===== config.mk =====
export PLATFORM = sky130hd
export DESIGN_NAME = cache_controller
export DESIGN_NICKNAME = d
export VERILOG_FILES = /design/src/rtl/cache_controller.sv
export SDC_FILE = /design/constraint.sdc
export NUM_CORES = 1
export LEC_CHECK = 0
export ABC_AREA = 1
export BUFFER_PORTS_ARGS = -buffer_cell sky130_fd_sc_hd__buf_2
export CAP_MARGIN = 0
export CORE_UTILIZATION = 54
export DETAILED_ROUTE_END_ITERATION = 8
export PLACE_DENSITY = 0.72
export SLEW_MARGIN = 20
export SYNTH_ARGS = -nofsm -noshare
export SYNTH_HDL_FRONTEND = slang
export SYNTH_SLANG_ARGS = --single-unit

===== constraint.sdc =====
create_clock -name clk -period 5.7 [get_ports clk]
set_input_delay 0.57 -clock clk [delete_from_list [all_inputs] [get_ports clk]]
set_output_delay 0.57 -clock clk [all_outputs]
set_load 0.01 [all_outputs]

===== src/rtl/cache_controller.sv =====
// rtl/cache_controller.sv - direct-mapped write-through cache controller, 16 lines x 1 word
module cache_controller #(
    parameter int MEM_WAIT = 2
) (
    input  logic        clk,
    input  logic        rst,
    input  logic        cpu_req,
    input  logic        cpu_we,
    input  logic [7:0]  cpu_adr,
    input  logic [15:0] cpu_wdata,
    output logic [15:0] cpu_rdata,
    output logic        cpu_ready,
    output logic        busy,
    output logic [7:0]  mem_adr,
    output logic        mem_read_en,
    output logic        mem_write_en,
    output logic [15:0] mem_write_data,
    input  logic [15:0] mem_read_data,
    output logic [15:0] hit_count,
    output logic [15:0] miss_count
);

    typedef enum logic [1:0] {IDLE, FILL, WRITE, RESP} state_t;

    localparam logic [3:0] LAST_WAIT = 4'(MEM_WAIT - 1);

    state_t      state;
    logic [15:0] line_data [16];
    logic [3:0]  line_tag  [16];
    logic [15:0] valid;

    logic [7:0]  req_adr;
    logic        req_we;
    logic [15:0] req_wdata;
    logic [3:0]  wait_cnt;

    logic [3:0]  cpu_idx;
    logic [3:0]  cpu_tag;
    logic [3:0]  req_idx;
    logic        cpu_hit;
    logic        req_hit;
    logic        fill_done;
    logic        write_update;

    assign cpu_idx      = cpu_adr[3:0];
    assign cpu_tag      = cpu_adr[7:4];
    assign req_idx      = req_adr[3:0];
    assign cpu_hit      = valid[cpu_idx] && (line_tag[cpu_idx] == cpu_tag);
    assign req_hit      = valid[req_idx] && (line_tag[req_idx] == req_adr[7:4]);
    assign fill_done    = (state == FILL) && (wait_cnt == LAST_WAIT);
    // A write that misses leaves the line alone (no-write-allocate).
    assign write_update = (state == WRITE) && req_hit;

    // Line data and tag storage; unreset because valid gates visibility.
    always_ff @(posedge clk) begin
        if (fill_done) begin
            line_data[req_idx] <= mem_read_data;
            line_tag[req_idx]  <= req_adr[7:4];
        end else if (write_update) begin
            line_data[req_idx] <= req_wdata;
        end
    end

    // Control FSM with registered outputs, statistics and valid bits.
    always_ff @(posedge clk or posedge rst) begin
        if (rst) begin
            state          <= IDLE;
            valid          <= '0;
            cpu_ready      <= 1'b0;
            busy           <= 1'b0;
            mem_read_en    <= 1'b0;
            mem_write_en   <= 1'b0;
            mem_adr        <= '0;
            mem_write_data <= '0;
            cpu_rdata      <= '0;
            hit_count      <= '0;
            miss_count     <= '0;
            req_adr        <= '0;
            req_we         <= 1'b0;
            req_wdata      <= '0;
            wait_cnt       <= '0;
        end else begin
            case (state)
                IDLE: begin
                    cpu_ready <= 1'b0;
                    // The CPU still holds cpu_req during the ready pulse, so ignore it then.
                    if (cpu_req && !cpu_ready) begin
                        req_adr   <= cpu_adr;
                        req_we    <= cpu_we;
                        req_wdata <= cpu_wdata;
                        busy      <= 1'b1;
                        if (cpu_we) begin
                            mem_adr        <= cpu_adr;
                            mem_write_data <= cpu_wdata;
                            mem_write_en   <= 1'b1;
                            state          <= WRITE;
                        end else if (cpu_hit) begin
                            cpu_rdata <= line_data[cpu_idx];
                            hit_count <= hit_count + 16'd1;
                            state     <= RESP;
                        end else begin
                            mem_adr     <= cpu_adr;
                            mem_read_en <= 1'b1;
                            wait_cnt    <= '0;
                            miss_count  <= miss_count + 16'd1;
                            state       <= FILL;
                        end
                    end
                end
                FILL: begin
                    if (wait_cnt == LAST_WAIT) begin
                        cpu_rdata      <= mem_read_data;
                        valid[req_idx] <= 1'b1;
                        mem_read_en    <= 1'b0;
                        state          <= RESP;
                    end else begin
                        wait_cnt <= wait_cnt + 4'd1;
                    end
                end
                WRITE: begin
                    mem_write_en <= 1'b0;
                    state        <= RESP;
                end
                RESP: begin
                    cpu_ready <= 1'b1;
                    busy      <= 1'b0;
                    state     <= IDLE;
                end
                default: begin
                    state <= IDLE;
                end
            endcase
        end
    end

endmodule


# Word-level counts from Yosys, hierarchy flattened
# Memories as Yosys holds them, arrays and structs flattened.
# Index checks and enable logic that the tools add are counted.
# totals
ff_bits	122
ramBits	320
inputBits	44
mem_count	2
# mem_list
memory	depth	width	read_ports	rd_clocked_by_memory_dff	write_ports	line_no	rtl
line_data	16	16	1	0	1	28	logic [15:0] line_data [16];
line_tag	16	4	2	0	1	29	logic [3:0] line_tag [16];
# classes
n_addsub	3
n_lt_le_gt_ge	3
n_eq_ne	14
mux	40
bitwise	4
reduce_logical	23
# op_table
cell	count
2-to-1 mux 16 bit	5
adder 16 x 1 -> 16 bit, second input constant	2
case mux 16 bit (2 select lines)	1
2-to-1 mux 4 bit	4
2-to-1 mux 8 bit	2
bitwise OR 16 bit	1
2-to-1 mux 1 bit	15
AND reduction 5 bit	3
!= test 2 bit, second input constant	7
< comparator 4 x 5 -> 1 bit, second input constant	2
AND reduction 3 bit	3
binary-select mux 1 bit (select 4 bit)	2
== test 4 bit	2
2-to-1 mux 2 bit	4
case mux 1 bit (2 select lines)	4
case mux 2 bit (4 select lines)	1
case mux 4 bit (2 select lines)	1
AND reduction 2 bit	4
AND reduction 4 bit	2
logical AND 1 bit	6
nonzero test 2 bit	3
adder 4 x 1 -> 4 bit, second input constant	1
demux 1 bit (select 4 bit)	1
== test 2 bit, second input constant	2
other kinds (8)	9

# Depth between registers and ports, before layout
# Gate-level depths: netlist of run 1.
# depth
ltp_word	8
ltp_mapped	17
depth_no_buf	16

# Least setup slack after synthesis of run 1
# OpenSTA, ideal clock, no wires.
# synth_timing
path_type	register to register
start	register req_adr[0]
end	memory line_data[4][0], enable pin
setup_time_ns	0.394
arrival_ns	2.463
required_ns	5.306
setup_slack_ns	2.843
stages_incl_launch_ff	13
period_less_slack_ns	2.857
path_cell_list	dfrtp_1 -> nor2_4 -> inv_4 -> buf_6 -> o22ai_1 -> o21ai_1 -> nand2_1 -> nor2_1 -> nand2_1 -> nand3_1 -> nor2_8 -> nand2_4 -> a21oi_1
# synth_via
elab_chain_len	8
elab_cells_between_ends	10
cone_classes	eq/ne: 1; mux: 5; bitwise: 1; reduce/logical: 2; memory: 1
# synth_lines
element	line_no	rtl
from (decl)	32	logic [7:0] req_adr;
from (signal assigned)	88	req_adr <= cpu_adr;
memory read (16 x 4 bit) or binary-select mux 1 bit (select 4 bit) (tied branches)	-	
== test 4 bit or 2-to-1 mux 1 bit (tied branches)	49	assign req_hit = valid[req_idx] && (line_tag[req_idx] == req_adr[7:4]);
logical AND 1 bit	49	
logical AND 1 bit	52	assign write_update = (state == WRITE) && req_hit;
2-to-1 mux 1 bit	59	end else if (write_update) begin
2-to-1 mux 1 bit	56	if (fill_done) begin
2-to-1 mux 1 bit (implied by the code)	60	line_data[req_idx] <= req_wdata;
bitwise OR 1 bit (no source line)	-	
to (decl)	28	
# Several ways; a longest one is shown, not always the timed one. The select of a mux whose other input is x is not followed.

# Final worst setup path of run 1
# layout_timing
start	register req_adr[0]
end	memory line_data[0][9], enable pin
# The elaborated chain is that of the path after synthesis.

==> run summary, run 1 <==
- **result of the run** finished clean
- **overall track demand over capacity in global routing** 27.6%
- **post-route antenna net violation count** 0
- **maximum number of pins on one net before global-route repair** 116
- **reported max-cap violation count** 0
- **worst clock skew** 0.0495 ns
- **Initial Utilization** 54.8%
- **sequential area share after synthesis** 65.1%
- **synthesis-stage register bit count** 442
- **TritonCTS clock tree** done
- **synthesized netlist net count** 1897
- **proportion of layout cells with a drive suffix above 1** 12.7%
- **standard-cell row count** 69
- **number of setup buffers added after CTS** 0
- **DRT Pass-1 Iters** 8
- **Final Instance Area** 21800 sq um
- **Yosys warning total** 0
- **number of instances resized during post-cts repair** 0
- **type of the most critical hold path** primary input to async pin
- **worst reg-to-reg path cell count** 12
- **Layout area overhead** 12.1%
- **data arrival time at the worst-slack endpoint** 4.32 ns
- **clock period minus final worst setup slack** 4.16 ns
- **clock slew seen by the registers of the worst setup and hold paths** 0.06 ns
- **Post-Synthesis Cells** 1845
- **maximum number of buffers from clock root to sink** 3
- **Top Ports** 120
- **share of synthesized registers carrying an async set or reset** 27.6%
- **root cell of the clock tree** clkbuf_16
- **Peak VDD IR** 0.000429 V
- **DRC violations left** 0
- **Worst Path Class, Setup** register to register
- **number of pins with negative max-slew slack in the final report** 0
- **post-placement cell area** 20200 sq um
- **via count of the first global-routing pass** 13.8k
- **antenna violations before repair** 0
- **reg-to-reg endpoint** line_data[0][9]
- **number of antenna repair diodes** 0
- **wire length of the first global-routing pass** 77600 um
- **Core ar.** 35500 sq um
- **total CTS buffers** 45
- **Highest Clock Rate** 241 MHz
- **number of levels the H-tree was split into** 2
- **y dimension of the die** 192 um
- **Power Density** 441 nW/um^2
- **detailed-route vias per instance** 5.98
- **Routability Congestion** 0.897
- **Total Die Area** 36800 sq um
- **endpoint class of the critical path** register
- **worst-skew pair later-pin latency** 0.59 ns
- **Num Clock Sinks** 442
- **number of vias after detailed routing** 14.4k
- **Worst R2R Start** req_adr[0]
- **Mapped Avg Cell Area** 10.5 sq um
- **total half-perimeter wirelength after legalization and detailed placement** 31400 um
- **Slew headroom** 24.8%
- **RSZ-0062 raised after global routing** no
- **Total Wirelength** 50200 um
- **Leak** 8.56 nW
- **Crit. Startpoint** req_adr[0]
- **post-DR wirelength/cell** 20.8 um
- **number of distinct library cells after synthesis** 42
- **grt ovf** 0
- **net count reported at finish** 1968
- **total of endpoints with negative setup slack in the final report** 0
- **setup slack on the worst flop-to-flop path** 1.54 ns
- **share of the cycle needed by the critical path after routing** 72.9%
- **horizontal die dimension** 192 um
- **largest driver fanout on the critical path** 20
- **Netlist Area Pre-Place** 19400 sq um
- **commonest register cell after synthesis** edfxtp_1
- **Worst Max-Slew Pin Slew** 1.13 ns
- **EDFF count, synth** 320
- **type of origin of the critical path** register
- **Setup TNS Final** 0 ns
- **count of routing violations after the opening detailed-route iteration** 1354
- **Port-buffer cells** 119
- **Required @ worst endpoint** 5.87 ns
- **total count of hold-check failures in the final report** 0
- **Power, Total** 9.61 mW
- **CTS Hold Buffers Added** 0
per-stage QoR:
step | setup WS, ns | instances | hold slack (ns) | utilization [%]
3_5_place_dp | 1.19 | 2330 | 0.455 | 57.0
2_1_floorplan | 1.89 | 1845 | 0.453 | -
6_report | 1.54 | 2414 | 0.181 | 61.4
5_1_grt | 1.28 | 2414 | 0.213 | 61.4
4_1_cts | 1.67 | 2414 | 0.205 | 61.3
3_3_place_gp | 1.28 | 2330 | 0.452 | 57.0
report_power, final:
| part | internal, mW | leakage [nW] | switching, mW |
|---|---|---|---|
| logic | 0.636 | 3.37 | 1.62 |
| registers | 3.98 | 4.46 | 0.319 |
| clock network | 1.76 | 0.732 | 1.29 |
cell usage after synthesis (all sizes together), types with 10 or more instances:
cell	count	area [sq um]
clkbuf	56	210
a21oi	30	188
o22ai	30	188
xnor2	12	105
nand4	19	119
buf	48	287
a22oi	10	75.1
nand2	337	1290
xor2	15	131
a31oi	10	62.6
nand3	124	643
edfxtp	320	9610
dfrtp	122	3050
nor2	225	887
nor3	10	50.1
o21ai	243	1220
inv	139	527
o221ai	57	499
how the worst max path moves through the flow:
stage,slack (ns),cells past startpoint,to
after floorplan,1.89,1,busy
after global placement,1.28,15,hit_count[2]
after detailed placement,1.19,15,hit_count[6]
after CTS,1.67,12,line_data[2][9]
after global routing,1.28,12,line_data[10][2]
final,1.54,12,line_data[0][9]
final cells by class:
type | count | area [sq um]
Clock buffer | 55 | 1170
Clock inverter | 29 | 347
Fill cell | 2878 | 13700
Inverter | 141 | 537
Multi-Input combinational cell | 1158 | 5830
Sequential cell | 442 | 12700
Tap cell | 461 | 577
Timing Repair Buffer | 128 | 666
placed cells by master (no fill, tap or decap), drive strengths merged, types with 12 or more instances in the layout:
master  netlist  routed
o221ai       57      57
inv         139     140
o22ai        30      30
nand2       337     337
a21oi        30      30
buf          48     128
xor2         15      15
nand4        19      19
dfrtp       122     122
nand3       124     124
xnor2        12      12
o21ai       243     243
edfxtp      320     320
nor2        225     225
clkinv        2      20
clkbuf       56      55
layer usage:
metal,track usage [%],vias up,wire (um),part of all wire (%)
met2,43.4,695,23800,47
li1,-,6589,-,-
met4,15.4,0,2640,5.3
met1,36.7,7017,20000,40
met5,0,-,0,0
met3,4.29,140,3700,7.4
worst max-delay path, stage by stage (launching register included):
cell and delay (ns):
dfrtp_1 0.48, inv_2 0.05, nand2_1 0.68, inv_2 0.19, a22oi_1 0.20, nand2_1 0.08, nand2_1 0.06, nand2_1 0.06
nor2_1 0.13, o21bai_1 0.15, nor2_8 0.39, nand2_4 0.30, a21oi_2 0.95
kinds of logic (layout without fill, tap and decap cells):
group | after synthesis | after routing | share of synthesized area (%)
buffers and inverters | 245 | 353 | 5.30
xor gates and xnor gates | 27 | 27 | 1.22
DFF | 442 | 442 | 65.1
AOI/OAI and AO/OA | 394 | 394 | 12.0
and+or+nand+nor | 729 | 729 | 15.8
adders and majority gates | 8 | 8 | 0.515
sequential cells by signal, summed over array words and instances (netlist names), 8 cells and up:
name            flops
hit_count          16
miss_count         16
mem_adr             8
valid              16
line_tag           64
req_wdata          16
req_adr             8
mem_write_data     16
cpu_rdata          16
line_data         256
No activity file was read; power rests on OpenSTA's default activity.
==> run 2, diff against run 1 <==
ABC_AREA = 0   (was 1)
PLACE_DENSITY = 0.75   (was 0.72)
clock period = 3.7 ns   (was 5.7 ns; I/O delays follow)
==> run 2 against run 1 <==
Compared with the run above: the flow now finishes with violations (negative hold slack); clock power rose by 54%; fmax rose by 18%; clock skew fell by 0.026 ns; final area fell by 0.99%; first-iteration DRC count fell by 24%; combinational power rose by 35%; area after synthesis fell by 5.0%; power rose by 49%; utilization rose by 2.8 points; critical path type unchanged; highest routed layer unchanged.
==> run summary, run 2 <==
- **main area contributors after synthesis** edfxtp_1 52%, dfrtp_1 17%, mux4_2 15%, mux2_2 3.8%, nand2_1 2.9%, was edfxtp_1 49%, dfrtp_1 16%, nand2_1 6.4%, o21ai_0 5.4%, nor2_1 4.3%
- **number of instances resized during post-cts repair** 0, unchanged
- **worst clock skew** 0.0238 ns, was 0.0495 ns
- **data arrival time at the worst-slack endpoint** 3.77 ns, was 4.32 ns
- **sequential area share after synthesis** 68.5%, was 65.1%
- **largest registers ranked by flip-flop count** line_data: 256 flops, line_tag: 64 flops, unchanged
- **Total Wirelength** 42600 um, was 50200 um
- **antenna violations before repair** 0, unchanged
- **via count of the first global-routing pass** 10.9k, was 13.8k
- **Setup WS post-layout** 0.172 ns, was 1.54 ns
- **Hold Worst Slack** -0.00503 ns, was 0.181 ns
- **top-area cell type share of the netlist area** 52.0%, was 49.4%
- **proportion of layout cells with a drive suffix above 1** 37.5%, was 12.7%
- **Mapped Avg Cell Area** 17.6 sq um, was 10.5 sq um
- **Setup TNS Final** 0 ns, unchanged
- **flip-flop count of the largest register, all copies and words added** 256, unchanged
- **Num Clock Sinks** 442, unchanged
- **most frequent standard cell in the layout excluding fill and tap cells** edfxtp_1, was nand2_1
- **share of the cycle needed by the critical path after routing** 95.3%, was 72.9%
- **Netlist Area Pre-Place** 18500 sq um, was 19400 sq um
- **maximum number of pins on one net before global-route repair** 68, was 116
- **DRC violations left** 0, unchanged
- **clock slew seen by the registers of the worst setup and hold paths** 0.06 ns, about the same
- **commonest cells in the synthesized netlist** 320 x edfxtp_1, 141 x nand2_1, 125 x mux4_2, was 330 x nand2_1, 320 x edfxtp_1, 221 x nor2_1
- **total count of hold-check failures in the final report** 5, was 0
- **number of antenna repair diodes** 0, unchanged
- **reported max-cap violation count** 0, unchanged
- **Biggest register** line_data, unchanged
- **synthesized netlist net count** 1104, was 1897
- **clock period minus final worst setup slack** 3.53 ns, was 4.16 ns
- **final core occ** 64.2%, was 61.4%
- **Highest Clock Rate** 283 MHz, was 241 MHz
- **Initial Utilization** 55.0%, was 54.8%
- **standard-cell row count** 67, was 69
- **largest driver fanout on the critical path** 16, was 20
- **Port-buffer cells** 119, unchanged
- **net count reported at finish** 1260, was 1968
- **number of vias after detailed routing** 10.2k, was 14.4k
- **Total Die Area** 35000 sq um, was 36800 sq um
- **Slew headroom** 34.5%, was 24.8%
- **type of origin of the critical path** register, unchanged
- **commonest register cell after synthesis** edfxtp_1, unchanged
- **leading cell types in the layout, fill and taps excluded** 320 x edfxtp_1, 141 x nand2_1, 125 x mux4_2, was 329 x nand2_1, 320 x edfxtp_1, 220 x nor2_1
- **Worst Max-Slew Pin Slew** 0.980 ns, was 1.13 ns
- **number of pins with negative max-slew slack in the final report** 0, unchanged
- **non-filler instance count after layout** 1692, was 2414
- **Routability Congestion** 0.830, was 0.897
- **endpoint class of the critical path** register, unchanged
- **Slowest Stage Delay on Critical Path** 0.53 ns, was 0.95 ns
- **horizontal die dimension** 187 um, was 192 um
- **Leak** 8.04 nW, was 8.56 nW
- **post-DR wirelength/cell** 25.2 um, was 20.8 um
- **RSZ-0062 raised after global routing** no, unchanged
- **number of distinct library cells after synthesis** 46, was 42
- **total CTS buffers** 45, unchanged
- **master of the slowest instance on the critical path** mux4_2, was a21oi_2
- **wire length of the first global-routing pass** 66200 um, was 77600 um
- **result of the run** complete, but fails checks, was finished clean
- **overall track demand over capacity in global routing** 25.3%, was 27.6%
- **dominant cell by count in the synthesized netlist** edfxtp_1, was nand2_1
- **total of endpoints with negative setup slack in the final report** 0, unchanged
- **Top Ports** 120, unchanged
- **Critical Path Stages** 9, was 12
- **DRT Pass-1 Iters** 5, was 8
- **Post-Synthesis Cells** 1052, was 1845
- **worst path cell trace** buf_4, mux4_2, mux4_2, xnor2_1, and3_1, o2111ai_1, nor2_1, buf_4, mux2_2, was inv_2, nand2_1, inv_2, a22oi_1, nand2_1, nand2_1, nand2_1, nor2_1, o21bai_1, nor2_8, nand2_4, a21oi_2
- **setup slack at placement** 0.120 ns, was 1.19 ns
- **total half-perimeter wirelength after legalization and detailed placement** 26600 um, was 31400 um
- **synthesis-stage register bit count** 442, unchanged
- **detailed-route vias per instance** 6.05, was 5.98
- **share of synthesized registers carrying an async set or reset** 27.6%, unchanged
- **dominant cell type by area after synthesis** edfxtp_1, unchanged
- **y dimension of the die** 187 um, was 192 um
- **Peak VDD IR** 0.000426 V, was 0.000429 V
- **cell count after placement** 1609, was 2330
- **Layout area overhead** 16.8%, was 12.1%
- **EDFF count, synth** 320, unchanged
- **count of routing violations after the opening detailed-route iteration** 1026, was 1354
- **maximum number of buffers from clock root to sink** 3, unchanged
- **worst-skew pair later-pin latency** 0.55 ns, was 0.59 ns
- **Worst Path Class, Setup** register to register, unchanged
- **Yosys warning total** 0, unchanged
- **Required @ worst endpoint** 3.94 ns, was 5.87 ns
- **violations in the final reports** negative hold slack
- **family with the most delay on the worst path** multiplexers, was simple AND/OR/NAND/NOR gates
- **Core ar.** 33600 sq um, was 35500 sq um
- **Power Density** 663 nW/um^2, was 441 nW/um^2
- **CTS Hold Buffers Added** 0, unchanged
- **crit path buf inv count** 2, unchanged
- **grt ovf** 0, unchanged
- **TritonCTS clock tree** done, unchanged
- **post-route antenna net violation count** 0, unchanged
- **number of levels the H-tree was split into** 2, unchanged
- **root cell of the clock tree** clkbuf_16, unchanged
- **number of setup buffers added after CTS** 0, unchanged
- **type of the most critical hold path** primary input to async pin, unchanged
- **worst reg-to-reg path cell count** 9, was 12
[run 2: cell types whose count changed in the layout (fill, tap and decap cells not counted), sizes merged, moves of 62 or more]
cell / change
inv: -127
mux2: +62
mux4: +125
nand2: -196
nand3: -111
nor2: -194
o21ai: -237
[run 2: path summary, 6_finish.rpt]
path,startpoint,slack [ns],endpoint
setup / recovery,req_adr[0],0.17,line_data[11][1]
hold / removal,rst,-0.005,cpu_rdata[10]
setup reg to reg,req_adr[0],0.17,line_data[11][1]
hold reg to reg,hit_count[15],0.46,hit_count[15]
max in group asynchronous,rst,2.87,cpu_rdata[5]
min in group clk,cpu_wdata[12],0.03,req_wdata[12]
[run 2: per-stage QoR]
stage               total power, mW  hold WS (ns)  area, sq um
floorplan                      8.52         0.440        18500
global placement               9.56         0.452        20100
detailed placement             9.68         0.459        20100
CTS                            14.3        0.0238        21600
global route                   14.8        0.0462        21600
finish                         14.3      -0.00503        21600
[run 2: report_power, final]
part / total (mW) / switching, mW / internal (mW) / leakage [nW]
sequential: 6.57 / 0.513 / 6.06 / 4.42
combinational: 3.04 / 1.65 / 1.39 / 2.88
clock: 4.69 / 1.88 / 2.80 / 0.745
[run 2: cell families after synthesis]
logic type                 synth area share [%]
DFF                                        68.5
and+or+nand+nor                            7.08
AOI/OAI and AO/OA                         0.975
buffers and inverters                      1.63
xor gates and xnor gates                   1.90
adders and majority gates                 0.542
muxes                                      19.3
[run 2: area by class of cell]
| type | count | area (sq um) |
|---|---|---|
| clock buffers | 55 | 1210 |
| clock inverters | 28 | 310 |
| fillers | 2294 | 12000 |
| inverters | 12 | 47.5 |
| multi-input cells | 541 | 5610 |
| flip-flops and latches | 442 | 12700 |
| well taps | 448 | 561 |
| repair buffers | 166 | 1180 |
[run 2: layer usage]
metal	up-vias	share of wire, %	global-route usage, %	routed length [um]
met5	-	0	0	0
met4	0	3.1	8.54	1310
met3	106	6.9	3.34	2950
met2	450	51	42.9	21700
met1	5306	39	34.1	16700
li1	4381	-	-	-
==> run 3, diff against run 2 <==
CORE_ASPECT_RATIO = 1.25   (was not set)
CORE_UTILIZATION = 55   (was 54)
PLACE_DENSITY = 0.76   (was 0.75)
==> run 3 against run 2 <==
Compared with the run above: the flow finishes with violations (design-rule violations); sequential power is 0.6% lower; worst setup slack better by 0.033 ns; clock-buffer cell count is 6 higher; fmax is 0.95% higher; cell count is 1.5% lower; non-clock buffer count is 11 higher; sequential share of layout area is 0.80 points higher; hold slack better by 0.029 ns; largest power group unchanged.
==> run summary, run 3 (synthesis gave the netlist of run 2 again) <==
- **number of pins with negative max-slew slack in the final report** 0, unchanged
- **Total Die Area** 34300 sq um, was 35000 sq um
- **overall track demand over capacity in global routing** 25.5%, was 25.3%
- **reported max-cap violation count** 0, unchanged
- **net count reported at finish** 1268, was 1260
- **number of antenna repair diodes** 0, unchanged
- **Highest Clock Rate** 286 MHz, was 283 MHz
- **horizontal die dimension** 166 um, was 187 um
- **Hold Worst Slack** 0.0238 ns, was -0.00503 ns
- **worst clock skew** 0.0212 ns, was 0.0238 ns
- **post-DR wirelength/cell** 25.3 um, was 25.2 um
- **total of endpoints with negative setup slack in the final report** 0, unchanged
- **Core ar.** 32900 sq um, was 33600 sq um
- **most frequent standard cell in the layout excluding fill and tap cells** edfxtp_1, unchanged
- **data arrival time at the worst-slack endpoint** 3.71 ns, was 3.77 ns
- **Routability Congestion** 0.838, was 0.830
- **Setup TNS Final** 0 ns, unchanged
- **Total Wirelength** 42200 um, was 42600 um
- **clock period minus final worst setup slack** 3.49 ns, was 3.53 ns
- **Leak** 7.98 nW, was 8.04 nW
- **Num Clock Sinks** 442, unchanged
- **leading cell types in the layout, fill and taps excluded** 320 x edfxtp_1, 141 x nand2_1, 125 x mux4_2, unchanged
- **largest registers ranked by flip-flop count** line_data: 256 flops, line_tag: 64 flops, unchanged
- **proportion of layout cells with a drive suffix above 1** 38.0%, was 37.5%
- **DRT Pass-1 Iters** 9, was 5
- **RSZ-0062 raised after global routing** no, unchanged
- **count of routing violations after the opening detailed-route iteration** 1040, was 1026
- **total CTS buffers** 42, was 45
- **Final Instance Area** 21300 sq um, was 21600 sq um
- **via count of the first global-routing pass** 10.6k, was 10.9k
- **Biggest register** line_data, unchanged
- **grt ovf** 0, unchanged
- **total half-perimeter wirelength after legalization and detailed placement** 26100 um, was 26600 um
- **worst-skew pair later-pin latency** 0.55 ns, about the same
- **number of vias after detailed routing** 10.2k, about the same
- **flip-flop count of the largest register, all copies and words added** 256, unchanged
- **root cell of the clock tree** clkbuf_16, unchanged
- **Port-buffer cells** 119, unchanged
- **maximum number of pins on one net before global-route repair** 102, was 68
- **wire length of the first global-routing pass** 63900 um, was 66200 um
- **DRC violations left** 10, was 0
- **Worst Path Class, Setup** register to register, unchanged
- **Power, Total** 13.8 mW, was 14.3 mW
- **number of levels the H-tree was split into** 2, unchanged
- **result of the run** complete, but fails checks, unchanged
- **final core occ** 64.8%, was 64.2%
- **number of setup buffers added after CTS** 0, unchanged
- **Layout area overhead** 15.2%, was 16.8%
- **largest driver fanout on the critical path** 22, was 16
- **Required @ worst endpoint** 3.91 ns, was 3.94 ns
- **antenna violations before repair** 0, unchanged
- **Peak VDD IR** 0.000423 V, was 0.000426 V
- **violations in the final reports** design-rule violations, was negative hold slack
- **type of origin of the critical path** register, unchanged
- **Worst Max-Slew Pin Slew** 1.01 ns, was 0.980 ns
- **Fill cells** 2231, was 2294
- **total count of hold-check failures in the final report** 0, was 5
- **Slew headroom** 32.6%, was 34.5%
- **TritonCTS clock tree** done, unchanged
- **Top Ports** 120, unchanged
- **post-route antenna net violation count** 0, unchanged
- **post-placement cell area** 19900 sq um, was 20100 sq um
- **endpoint class of the critical path** register, unchanged
- **maximum number of buffers from clock root to sink** 3, unchanged
- **clock slew seen by the registers of the worst setup and hold paths** 0.06 ns, about the same
- **Initial Utilization** 56.2%, was 55.0%
- **y dimension of the die** 207 um, was 187 um
- **share of the cycle needed by the critical path after routing** 94.4%, was 95.3%
- **standard-cell row count** 74, was 67
- **Power Density** 650 nW/um^2, was 663 nW/um^2
- **detailed-route vias per instance** 6.13, was 6.05
- **type of the most critical hold path** primary input to async pin, unchanged
run 3: what timing repair did:
action	in CTS	in global routing
resized for setup	1	0
endpoints found under the setup margin	139	0
hold buffers	0	0
run 3: worst paths after layout:
kind | depth (start not counted) | slack, ns | from | to
max in group asynchronous | 3 | 2.81 | rst | req_wdata[11]
worst min register to register | 1 | 0.46 | hit_count[15] | hit_count[15]
worst min-delay path | 2 | 0.02 | rst | miss_count[9]
worst max register to register | 8 | 0.21 | req_adr[0] | line_data[0][10]
worst max-delay path | 8 | 0.21 | req_adr[0] | line_data[0][10]
min in group clk | 3 | 0.03 | cpu_wdata[2] | req_wdata[2]
run 3: worst max-delay path: stages, from the launching register on:
cell,delay (ns)
dfrtp_1,0.55
buf_12,0.25
mux4_2,0.52
mux4_2,0.49
xnor2_1,0.19
o2111ai_1,0.26
nor2b_4,0.30
nor4_2,0.25
buf_4,0.34
run 3: cell type report:
| class | instances | area (sq um) | share of cell area [%] |
|---|---|---|---|
| Tap cell | 418 | 523 | 2.46 |
| Sequential cell | 442 | 12700 | 59.5 |
| Timing Repair Buffer | 177 | 1090 | 5.10 |
| Clock inverter | 16 | 159 | 0.746 |
| Clock buffer | 61 | 1190 | 5.61 |
| Inverter | 12 | 50.0 | 0.235 |
| Multi-Input combinational cell | 541 | 5620 | 26.4 |
run 3: report_power, final:
| part | leakage [nW] | total (mW) | internal [mW] | switching, mW |
|---|---|---|---|---|
| sequential | 4.42 | 6.53 | 6.06 | 0.467 |
| clock | 0.667 | 4.23 | 2.45 | 1.78 |
| combinational | 2.89 | 3.08 | 1.39 | 1.68 |
run 3: metal layers:
layer	global-route usage (%)	vias to the layer above	part of all wire [%]
met5	0	-	0
met4	10.3	0	3.7
met3	3.91	114	8.1
met2	43.7	475	51
met1	33.2	5242	37
li1	-	4393	-
run 3: per-stage QoR:
| step | setup WS [ns] | instances |
|---|---|---|
| after floorplan | -0.643 | 1052 |
| after global routing | 0.0692 | 1667 |
| after detailed placement | 0.0152 | 1590 |
| after CTS | 0.199 | 1667 |
| after global placement | 0.0865 | 1590 |
| final | 0.206 | 1667 |
